--- src/rtl/hsi_m_reply_watchdog.sv ---
// Reply supervisor for HSI master commands: times start-bit gap and reply frame,
// classifies the outcome and requests repeats or a com-line switch.
module hsi_m_reply_watchdog #(
  parameter int T_START_TO = 2000,
  parameter int T_FRAME_TO = 40000,
  parameter int MAX_RETRY  = 2,
  parameter int TMR_W      = 16
) (
  input  logic       clk,
  input  logic       n_rst,
  input  logic       ccw_accepted,
  input  logic [2:0] delays_after_cmds_for_reply,
  input  logic       rx_start_bit_accepted,
  input  logic       rx_frame_end,
  input  logic       rx_err,
  input  logic       rx_sd_busy,
  output logic [2:0] repeat_reqs,
  output logic       switch_com_src_req,
  output logic       reply_pending,
  output logic       link_fail
);

  localparam logic [1:0] S_IDLE       = 2'd0;
  localparam logic [1:0] S_WAIT_START = 2'd1;
  localparam logic [1:0] S_WAIT_END   = 2'd2;

  localparam logic [TMR_W-1:0] START_LAST = TMR_W'(T_START_TO - 1);
  localparam logic [TMR_W-1:0] FRAME_LAST = TMR_W'(T_FRAME_TO - 1);
  localparam logic [3:0]       RETRY_MAX  = 4'(MAX_RETRY);

  logic [1:0]       r_state;
  logic [TMR_W-1:0] r_timer;
  logic [2:0]       r_type;
  logic [3:0]       r_retry;
  logic [1:0]       r_sw;
  logic             r_link;
  logic [2:0]       r_rep;
  logic             r_swreq;
  logic             r_pending;

  logic [1:0]       w_state;
  logic [TMR_W-1:0] w_timer;
  logic [2:0]       w_type;
  logic [3:0]       w_retry;
  logic [3:0]       w_retry_inc;
  logic [1:0]       w_sw;
  logic             w_link;
  logic [2:0]       w_rep;
  logic             w_swreq;
  logic             w_good;
  logic             w_busy;
  logic             w_fail;

  // Several command bits at once: the highest index is the one supervised.
  function automatic logic [2:0] pick_type(input logic [2:0] dly);
    logic [2:0] t;
    t = 3'b000;
    if (dly[2])      t = 3'b100;
    else if (dly[1]) t = 3'b010;
    else if (dly[0]) t = 3'b001;
    return t;
  endfunction

  function automatic logic [1:0] sat_inc2(input logic [1:0] v);
    return (v == 2'd3) ? 2'd3 : v + 2'd1;
  endfunction

  always_comb begin
    w_state     = r_state;
    w_timer     = r_timer;
    w_type      = r_type;
    w_retry     = r_retry;
    w_retry_inc = r_retry + 4'd1;
    w_sw        = r_sw;
    w_link      = r_link;
    w_rep       = 3'b000;
    w_swreq     = 1'b0;
    w_good      = 1'b0;
    w_busy      = 1'b0;
    w_fail      = 1'b0;

    if (ccw_accepted) begin
      w_state = S_IDLE;
      w_timer = '0;
      w_type  = 3'b000;
      w_retry = 4'd0;
      w_sw    = 2'd0;
      w_link  = 1'b0;
    end else if (|delays_after_cmds_for_reply) begin
      // A new command restarts supervision; the old one is dropped without a repeat.
      w_state = S_WAIT_START;
      w_timer = '0;
      w_type  = pick_type(delays_after_cmds_for_reply);
    end else begin
      case (r_state)
        S_WAIT_START: begin
          if (rx_start_bit_accepted) begin
            w_state = S_WAIT_END;
            w_timer = '0;
          end else if (r_timer == START_LAST) begin
            w_fail = 1'b1;
          end else begin
            w_timer = r_timer + TMR_W'(1);
          end
        end
        S_WAIT_END: begin
          if (rx_frame_end) begin
            if (rx_err)          w_fail = 1'b1;
            else if (rx_sd_busy) w_busy = 1'b1;
            else                 w_good = 1'b1;
          end else if (r_timer == FRAME_LAST) begin
            w_fail = 1'b1;
          end else begin
            w_timer = r_timer + TMR_W'(1);
          end
        end
        default: ;
      endcase

      if (w_good || w_busy || w_fail) w_state = S_IDLE;

      if (w_good) begin
        w_retry = 4'd0;
        w_sw    = 2'd0;
        w_link  = 1'b0;
      end

      if (w_busy) w_rep = r_type;

      if (w_fail) begin
        w_rep = r_type;
        if (w_retry_inc < RETRY_MAX) begin
          w_retry = w_retry_inc;
        end else begin
          // Line exhausted: move to the other line; two exhausted lines mean link failure.
          w_retry = 4'd0;
          w_swreq = 1'b1;
          w_sw    = sat_inc2(r_sw);
          if (w_sw >= 2'd2) w_link = 1'b1;
        end
      end
    end
  end

  always_ff @(posedge clk or negedge n_rst) begin
    if (!n_rst) begin
      r_state   <= S_IDLE;
      r_timer   <= '0;
      r_type    <= 3'b000;
      r_retry   <= 4'd0;
      r_sw      <= 2'd0;
      r_link    <= 1'b0;
      r_rep     <= 3'b000;
      r_swreq   <= 1'b0;
      r_pending <= 1'b0;
    end else begin
      r_state   <= w_state;
      r_timer   <= w_timer;
      r_type    <= w_type;
      r_retry   <= w_retry;
      r_sw      <= w_sw;
      r_link    <= w_link;
      r_rep     <= w_rep;
      r_swreq   <= w_swreq;
      r_pending <= (w_state != S_IDLE);
    end
  end

  assign repeat_reqs        = r_rep;
  assign switch_com_src_req = r_swreq;
  assign reply_pending      = r_pending;
  assign link_fail          = r_link;

endmodule

--- config.mk ---
export PLATFORM = sky130hd
export DESIGN_NAME = hsi_m_reply_watchdog
export DESIGN_NICKNAME = d
export VERILOG_FILES = /design/src/rtl/hsi_m_reply_watchdog.sv
export SDC_FILE = /design/constraint.sdc
export NUM_CORES = 1
export LEC_CHECK = 0
export CAP_MARGIN = 25
export CORE_MARGIN = 8
export CORE_UTILIZATION = 51
export CTS_BUF_LIST = sky130_fd_sc_hd__clkbuf_16
export CTS_CLUSTER_SIZE = 20
export DETAILED_ROUTE_END_ITERATION = 7
export PLACE_DENSITY = 0.78
export SYNTH_ARGS = -nofsm -noshare
export SYNTH_HDL_FRONTEND = slang
export SYNTH_SLANG_ARGS = --single-unit
--- constraint.sdc ---
create_clock -name clk -period 1.95 [get_ports clk]
set_input_delay 0.195 -clock clk [delete_from_list [all_inputs] [get_ports clk]]
set_output_delay 0.195 -clock clk [all_outputs]
set_load 0.1 [all_outputs]
# Word-level counts from Yosys, hierarchy flattened
# Index checks and enable logic that the tools add are counted.
# word_totals
inputBits,10
reg_bits,33
# classes
n_eq_ne,9
n_reduce_logical,9
n_lt_le_gt_ge,2
mux,62
n_addsub,3
# op_table
cell,count
$mux 16,6
$pmux 16 s2,1
$mux 1,30
$mux 2,12
$mux 3,7
$mux 4,5
$add 16x1->16 const B,1
$eq 16x11->1 const B,1
$eq 16x16->1 const B,1
$ne 4x4->1 const B,2
$ne 5x5->1 const B,1
$add 4x1->4 const B,1
$eq 2x2->1 const B,2
$lt 4x2->1 const B,1
$reduce_and 4->1,1
$reduce_bool 2->1,2
$reduce_bool 4->1,1
$reduce_bool 3->1,1
$reduce_or 3->1,1
$add 2x1->2 const B,1
$eq 2x1->1 const B,1
$ge 2x2->1 const B,1
$logic_or 1x1->1,2
$ne 2x2->1 const B,1
other kinds (2),2

# Logic depth before layout (Yosys ltp)
# depth
word_depth,12
depth_mapped,9

# Worst setup path before layout
# OpenSTA, ideal clock, no wires.
# synth_timing
path_type,flip-flop to flip-flop
from,reg r_state[1]
to,reg r_sw[0]
required_ps,1823
path_buffers,0
arrival_time_ps,1984
stages_incl_launch_ff,9
setup_time_ps,127
path_slack_ps,-161
cell_sequence,dfrtp_1 inv_1 ha_1 or4b_4 nor4_4 nand2_1 o211a_2 or2_1 mux2i_1
# synth_between
elab_chain_cells,9
elab_cells_between_ends,13
classes_between,2 x eq/ne; 11 x mux
# synth_rtl
item,line_no,source
start: declaration,31,logic [1:0] r_state;
start signal: assignment,157,r_state <= w_state;
$eq 2x2->1,95,case (r_state)
$mux 1,95,
$mux 1,89,end else if (|delays_after_cmds_for_reply) begin
$mux 1,82,if (ccw_accepted) begin
$mux 2,122,if (w_good) begin
$mux 2,132,if (w_retry_inc < RETRY_MAX) begin
$mux 2 (*),130,if (w_fail) begin
$mux 2 (*),89,
$mux 2 (*),82,
end signal: assignment,161,r_sw <= w_sw;
end: declaration,35,logic [1:0] r_sw;
# Every way passes the cells marked *; elsewhere a longest branch is shown, timed or not. The select of a mux whose other input is x is not followed.
# A chain may end at the register's enable or synchronous reset.

# Final worst setup path
# Ends and elaborated chain as after synthesis.

==> results.cfg <==
[placement]
io_buffer_count = 15
gp_congestion = 0.896
placed_area_um2 = 2330
dp_hpwl_um = 3270
place_ws_ps = -296

[timing]
fin_hold_ws_ps = 330
hold_viol_final = 0
setup_viol = 30
worst_pin_slew_ps = 499
fmax_mhz = 433
finalCritPeriodShare_pct = 118
fin_skew_ps = 3.57
final.setup.tns_ps = -6890
rsz0062_at_grt = true
period_minus_slack_ps = 2310
final-max-slew-violation-count = 0
relSlewSlack_pct = 66.6
finalWorstSetupSlack_ps = -359

[worst_setup_path]
cp-start-kind = flip-flop
crit_required_ps = 2140
arrival_ps = 2490
setup.worst_path.end_class = flip-flop
worstSetupPathType = flip-flop to flip-flop
critPathMaxFanout = 6

[clocking]
htree_levels = 2
clock_sinks = 33
cts_root_buf = clkbuf_16
tritoncts = built
ctsHoldBuffers = 0
clkLatencyLatePin_ps = 270
clockBufferDepth = 2
cts_inserted_buffers = 5
clk_pin_slew_worst_paths_ps = 50

[die]
core_um2 = 3390
die_y_um = 75.7
start_util_pct = 53.7
io_pins = 16
die_w_um = 75.7
rows = 21
die_area_um2 = 5730

[cells_and_area]
nets = 257
fillers = 189
drive_above_1_share_pct = 40.6
fin_util_pct = 80.1
area_delta_synth_final_pct = 49.2
finalInstanceArea_um2 = 2720
antennaDiodeCount = 0

[outcome]
violations = negative setup slack
status = finished with violations

[yosys]
yosysWarnings = 0
synth-edff-count = 0
seq_area_frac_synth_pct = 45.4
syn_area_um2 = 1820
synth-seq-cells = 33
synthTopCellsByCount = dfrtp_1 (33), nor2_1 (23), xor2_1 (12)
synthFlopType = dfrtp_1
avgSynthCellArea_um2 = 10.3
yosysTopAreaCell = dfrtp_1
synth.area.top_cells = dfrtp_1 (45%), xor2_1 (5.8%), nor2_1 (4.7%)
syn_nets = 190
synthCells = 176
async_reset_ff_share_pct = 100
synth.distinct_cells = 46
synth_top_area_share_pct = 45.4
synthMostInstantiatedCell = dfrtp_1

[global_routing]
grt_pass1_wl_um = 8560
grt.total_usage_pct = 20.0
grt_max_degree = 34
grt_overflow = 0
grt_pass1_vias = 1738
antenna_found_initial = 0

[pwr]
power.static_leakage_nw = 1.22
power.density_nw_per_um2 = 607
ir_drop_mv = 0.615

[route]
vias_per_cell = 5.90
wl_per_cell_um = 18.7
drt-pass1-iter-count = 5
wirelength_um = 5430
drc = 0
drt_iter0_drc = 149
via_count = 1711
ant_nets = 0

[worst_hold_path]
hold_class = input port to async pin

[flow_run]
cap_violations = 0
-- cells by family after synthesis --
group / share of synthesized area [%]
and+or+nand+nor: 24.1
AOI/OAI and AO/OA: 17.5
DFF: 45.4
buffers and inverters: 2.89
muxes: 1.10
adders and majority gates: 2.75
xor gates and xnor gates: 6.26
-- per-stage QoR --
| step | std cells | power, mW |
|---|---|---|
| 6_report | 290 | 1.65 |
| 2_1_floorplan | 176 | 0.786 |
| 4_1_cts | 287 | 1.63 |
| 3_5_place_dp | 272 | 0.868 |
| 5_1_grt | 290 | 1.69 |
| 3_3_place_gp | 272 | 0.863 |
-- layout make-up --
cell class	count	area [um2]	area share, %
clock buffers	5	125	4.61
well taps	46	57.6	2.12
flip-flops and latches	33	826	30.4
repair buffers	65	562	20.7
clock inverters	3	12.5	0.461
multi-input cells	131	1110	40.7
inverters	7	26.3	0.968
-- sequential cells by signal, summed over array words and instances (netlist names) --
register and flops:
r_state 2, reply_pending 1, r_type 3, r_timer 16, link_fail 1, r_sw 2, r_retry 4, repeat_reqs 3
switch_com_src_req 1
-- critical path: stages (launching register included) --
cell     delay [ps]
dfrtp_1         400
inv_2           100
ha_4            140
or4b_4          470
nor4_4          240
nand2_1         120
o211a_4         290
or2_4           270
mux2i_1         180
-- where the power goes --
| part | switching (mW) | total, mW | internal, mW |
|---|---|---|---|
| registers | 0.00581 | 0.698 | 0.693 |
| clock network | 0.278 | 0.739 | 0.461 |
| logic | 0.112 | 0.211 | 0.0992 |
-- worst paths after layout --
check | end | cells after the start | from | slack, ps
max in group asynchronous | r_timer[10] | 2 | n_rst | 1320
min in group clk | r_retry[0] | 1 | r_retry[0] | 520
max | r_sw[0] | 8 | r_state[1] | -360
max reg2reg | r_sw[0] | 8 | r_state[1] | -360
min reg2reg | r_retry[0] | 1 | r_retry[0] | 520
min | r_type[2] | 2 | n_rst | 330
-- routing by layer --
metal / global-route usage, % / part of all wire, % / vias up
met5: 0 / 0 / -
met4: 10.0 / 2.2 / 0
met3: 4.21 / 5.0 / 17
met2: 33.9 / 52 / 68
met1: 23.3 / 41 / 859
li1: - / - / 767
-- placed cells by master (no fill, tap or decap), drive strengths merged, types with 2 or more instances in the layout --
| master | n |
|---|---|
| buf | 56 |
| dfrtp | 33 |
| nor2 | 23 |
| xor2 | 12 |
| o21ai | 10 |
| clkdlybuf4s50 | 9 |
| nand2 | 9 |
| a21oi | 9 |
| inv | 7 |
| clkbuf | 5 |
| o211ai | 5 |
| nand3b | 4 |
| and3 | 4 |
| and2 | 4 |
| nand3 | 4 |
| o2111ai | 4 |
| ha | 4 |
| nor4 | 4 |
| nand2b | 4 |
| nor2b | 3 |
| nor3 | 3 |
| clkinv | 3 |
| and4 | 2 |
| or4b | 2 |
| nand4b | 2 |
| nand4 | 2 |
| mux2i | 2 |
-- timing repair --
item,4_1_cts,5_1_grt
cloned,0,0
resized for setup,27,7
pin swaps,18,10
setup endpoints to repair,30,30
setup buffers,7,3
No activity file was read; power rests on OpenSTA's default activity.
